--- src/rtl/fire3_squeeze_ctrl.sv ---
// fire3 squeeze 1x1 conv sequencer: sweeps weight ROM per pixel,
// drives MAC enable/clear/last, waits out MAC latency, writes result.
module fire3_squeeze_ctrl #(
  parameter int ADDR    = 7,
  parameter int IN_CH   = 128,
  parameter int NUM_PIX = 3025,
  parameter int PIX_W   = 12,
  parameter int MAC_LAT = 2
) (
  input  logic             clk,
  input  logic             rst,
  input  logic             start,
  input  logic             act_valid,
  output logic             act_ready,
  output logic [ADDR-1:0]  rom_addr,
  output logic             mac_en,
  output logic             mac_clr,
  output logic             mac_last,
  output logic             wr_en,
  input  logic             wr_ready,
  output logic [PIX_W-1:0] pix_idx,
  output logic             busy,
  output logic             done
);

  localparam int LW = (MAC_LAT > 1) ? $clog2(MAC_LAT + 1) : 1;
  localparam logic [ADDR-1:0]  CH_LAST  = ADDR'(IN_CH - 1);
  localparam logic [PIX_W-1:0] PIX_LAST = PIX_W'(NUM_PIX - 1);
  localparam logic [LW-1:0]    LAT_INIT = LW'(MAC_LAT);

  typedef enum logic [2:0] {
    IDLE,
    RUN,
    DRAIN,
    WRITE,
    DONE
  } state_t;

  state_t state, state_n;

  logic [ADDR-1:0]  ch_cnt, ch_n;
  logic [PIX_W-1:0] pix_cnt, pix_n;
  logic [LW-1:0]    lat_cnt, lat_n;
  logic             beat, first_ch, last_ch;

  assign rom_addr = ch_cnt;
  assign pix_idx  = pix_cnt;
  assign first_ch = (ch_cnt == '0);
  assign last_ch  = (ch_cnt == CH_LAST);
  assign beat     = (state == RUN) && act_valid;

  always_ff @(posedge clk or posedge rst) begin
    if (rst) begin
      state   <= IDLE;
      ch_cnt  <= '0;
      pix_cnt <= '0;
      lat_cnt <= '0;
      busy    <= 1'b0;
    end else begin
      state   <= state_n;
      ch_cnt  <= ch_n;
      pix_cnt <= pix_n;
      lat_cnt <= lat_n;
      busy    <= (state_n != IDLE);
    end
  end

  always_comb begin
    state_n   = state;
    ch_n      = ch_cnt;
    pix_n     = pix_cnt;
    lat_n     = lat_cnt;
    act_ready = 1'b0;
    mac_en    = 1'b0;
    mac_clr   = 1'b0;
    mac_last  = 1'b0;
    wr_en     = 1'b0;
    done      = 1'b0;
    unique case (state)
      IDLE: begin
        if (start) begin
          state_n = RUN;
          ch_n    = '0;
          pix_n   = '0;
        end
      end
      RUN: begin
        act_ready = 1'b1;
        mac_en    = beat;
        mac_clr   = beat && first_ch;
        mac_last  = beat && last_ch;
        if (beat) begin
          if (last_ch) begin
            ch_n    = '0;
            lat_n   = LAT_INIT;
            state_n = (MAC_LAT == 0) ? WRITE : DRAIN;
          end else begin
            ch_n = ch_cnt + ADDR'(1);
          end
        end
      end
      DRAIN: begin
        // lat_cnt <= 1 also guards against a stale zero
        if (lat_cnt <= LW'(1)) begin
          lat_n   = '0;
          state_n = WRITE;
        end else begin
          lat_n = lat_cnt - LW'(1);
        end
      end
      WRITE: begin
        wr_en = 1'b1;
        if (wr_ready) begin
          if (pix_cnt == PIX_LAST) begin
            state_n = DONE;
          end else begin
            pix_n   = pix_cnt + PIX_W'(1);
            state_n = RUN;
          end
        end
      end
      DONE: begin
        done    = 1'b1;
        pix_n   = '0;
        state_n = IDLE;
      end
      default: state_n = IDLE;
    endcase
  end

endmodule

--- config.mk ---
export PLATFORM = sky130hd
export DESIGN_NAME = fire3_squeeze_ctrl
export DESIGN_NICKNAME = d
export VERILOG_FILES = /design/src/rtl/fire3_squeeze_ctrl.sv
export SDC_FILE = /design/constraint.sdc
export NUM_CORES = 1
export LEC_CHECK = 0
export BUFFER_PORTS_ARGS = -buffer_cell sky130_fd_sc_hd__buf_2
export CELL_PAD_IN_SITES_DETAIL_PLACEMENT = 0
export CELL_PAD_IN_SITES_GLOBAL_PLACEMENT = 1
export CORE_MARGIN = 3
export CORE_UTILIZATION = 36
export CTS_CLUSTER_DIAMETER = 200
export DETAILED_ROUTE_END_ITERATION = 7
export PLACE_DENSITY_LB_ADDON = 0.1
export SLEW_MARGIN = 20
export SYNTH_ARGS = -nofsm -noshare
export SYNTH_HDL_FRONTEND = slang
export SYNTH_SLANG_ARGS = --single-unit
--- constraint.sdc ---
create_clock -name clk -period 2 [get_ports clk]
set_input_delay 0.4 -clock clk [delete_from_list [all_inputs] [get_ports clk]]
set_output_delay 0.4 -clock clk [all_outputs]
set_load 0.02 [all_outputs]
==> metrics.txt <==
outcome finished, final reports clean; fraction of synthesized area in multiplexers 0%; pwr dens 670.9 mW/mm²; top-area cell type share of the netlist area 42.96%; async set-reset flop share out of synthesis 100.0%; Yosys warnings 0; total routed wirelength 3.597 mm; largest family of logic cells by synthesized area simple AND/OR/NAND/NOR gates; synth cell count leaders dfrtp_1, nand2_1, nor2_1; final net count 222; post-synthesis compound-gate area fraction 13.83%; worst-path fanout max 7; Synth Instances 165; DRC violations left 0; Final Core Density 48.41%; vias in the first global route 1,404; Hold Crit Class primary input to asynchronous set/reset pin; Peak VDD IR 0.0002607 V; placed insts 251; Clk Latency, worst-skew pair 0.28 ns; WP data required 2.21 ns; Slew @ Worst Pin 0.4512 ns; Setup crit end kind flip-flop; Place WS 0.09395 ns; Total Power 1.225 mW; Total Routing Usage GR 16.16%; Final Cell Area 0.001826 mm²; Filler cells 377; post-route insts no fill 260; Initial Util 38.62%; DP Area 0.001727 mm²; Die X 69.61 µm; Worst-path clk slew 0.10 ns; Tmin final 1.931 ns; I/O Pins 31; Die H 69.61 µm; Post-Syn Area 0.001456 mm²; sequential area share after synthesis 42.96%; P&R area growth vs syn 25.34%; Synth Flop Type dfrtp_1; syn nets 174; Antenna diodes 0; Die ar. 0.004845 mm²; number of flops mapped to enable cells by yosys 0; syn_area_per_cell 8.827 µm²; dpl hpwl 2.793 mm; Synth area leaders dfrtp_1, nand2_1, nor2_1, o21ai_0, ha_1; WS Path Type flip-flop to flip-flop; final setup vio count 0; area occupied by registers 630.6 µm²; fin. max-slew vios 0; CTS tree yes; CTS Sinks 25; Final Wtd Congestion 0.8057; antenna violation net count after detailed routing 0; grt ovf 0; vias per cell 5.269; cts hold-fix bufs 0; adder-cell share of the synthesized area 3.436%; Worst Clk Skew 0.007594 ns; final worst slack 0.06914 ns; core area 0.003771 mm²; H-tree depth 1; Iteration-0 DRC Markers 52; max_cap viols 0; RSZ-0062 raised after global routing no; final hold vios 0; Synth area leader dfrtp_1; startpoint types flip-flop; IO buf count 30; relative slew slack 69.49%; Tcrit/Tclk final 96.54%; Lkg Pwr 0.8336 nW; site row count 22; TritonCTS Buffers 3; area share of xor/xnor cells in the synthesized design 4.210%; largest net degree at the start of global routing 17; fmax 517.9 MHz; Max Root-Sink Buffers 2; Yosys cell types 40; CP arrival 2.14 ns; total number of vias 1,370; routed len/inst 13.83 µm; initial antenna violation count 0; global-route wire length before repair 6.472 mm; #FFs+latches synth 25; DRT Pass-1 Iters 4; CTS Root Cell clkbuf_8; Post-Synth Simple-Gate Area 30.50%; most frequent cell after synthesis dfrtp_1; multi-input logic area 764.5 µm²; layout cell share with drive strength beyond 1 30.19%
## per-layer routing
layer	routed length, µm	vias up	part of all wire (%)	global-route usage [%]
met4	42	0	1.2	5.640
met2	1781	26	50	28.18
li1	-	683	-	-
met5	0	-	0	0
met1	1647	657	46	20.22
met3	126	4	3.5	2.319
## power breakdown
| part | switching (mW) | total (mW) | internal (mW) |
|---|---|---|---|
| logic | 0.164 | 0.265 | 0.102 |
| registers | 0.0850 | 0.642 | 0.557 |
| clock network | 0.176 | 0.318 | 0.141 |
## metrics by stage
step	hold slack, ns	TNS (ns)
global route	0.1243	0
global placement	0.4099	0
finish	0.09294	0
detailed placement	0.4165	0
CTS	0.1090	0
floorplan	0.4272	-0.07552
## registers in the layout, summed over array words and instances, names as in the netlist
| register | count |
|---|---|
| pix_idx | 12 |
| state | 3 |
| busy | 1 |
| rom_addr | 7 |
| lat_cnt | 2 |
## worst max-delay path, stage by stage, from the launching register on
cell	delay, ns
dfrtp_2	0.44
buf_4	0.14
o2111a_1	0.24
and4_4	0.22
or2_4	0.25
or4_1	0.49
nand3_1	0.09
## worst paths after layout
check | from | to | cells after the start | slack [ns]
setup reg to reg | state[1] | pix_idx[3] | 6 | 0.07
min in group clk | start | busy | 3 | 0.38
max in group asynchronous | rst | rom_addr[0] | 3 | 1.31
setup / recovery | state[1] | pix_idx[3] | 6 | 0.07
hold / removal | rst | pix_idx[5] | 2 | 0.09
hold reg to reg | lat_cnt[0] | lat_cnt[0] | 1 | 0.51
## kinds of logic (layout without fill, tap and decap cells)
logic type,Yosys count,in the layout
AND/OR/NAND/NOR,85,85
AO/OA/AOI/OAI,31,31
flip-flops,25,25
buffers and inverters,13,60
XOR/XNOR,7,7
adder cells (fa/ha/maj),4,4
## layout by cell type (no fill, tap or decap), types with 4 or more instances in the layout
master	count
dfrtp_1	21
inv_1	5
buf_4	20
buf_2	29
and2_1	6
o21ai_0	14
nand3_1	9
o31ai_1	5
nor4_1	4
nor2_1	19
xnor2_1	5
dfrtp_2	4
nand2_1	19
## final cells by class
type	count	area share, %
Tap cell	48	3.290
Multi-Input combinational cell	127	41.88
Sequential cell	25	34.54
Inverter	7	1.439
Clock inverter	1	0.4112
Timing Repair Buffer	49	16.18
Clock buffer	3	2.262
## repair_timing
action / CTS / global route
gates resized for setup: 3 / 5
endpoints found under the setup margin: 2 / 5
setup buffers: 3 / 2
(Power assumes the default switching activity.)
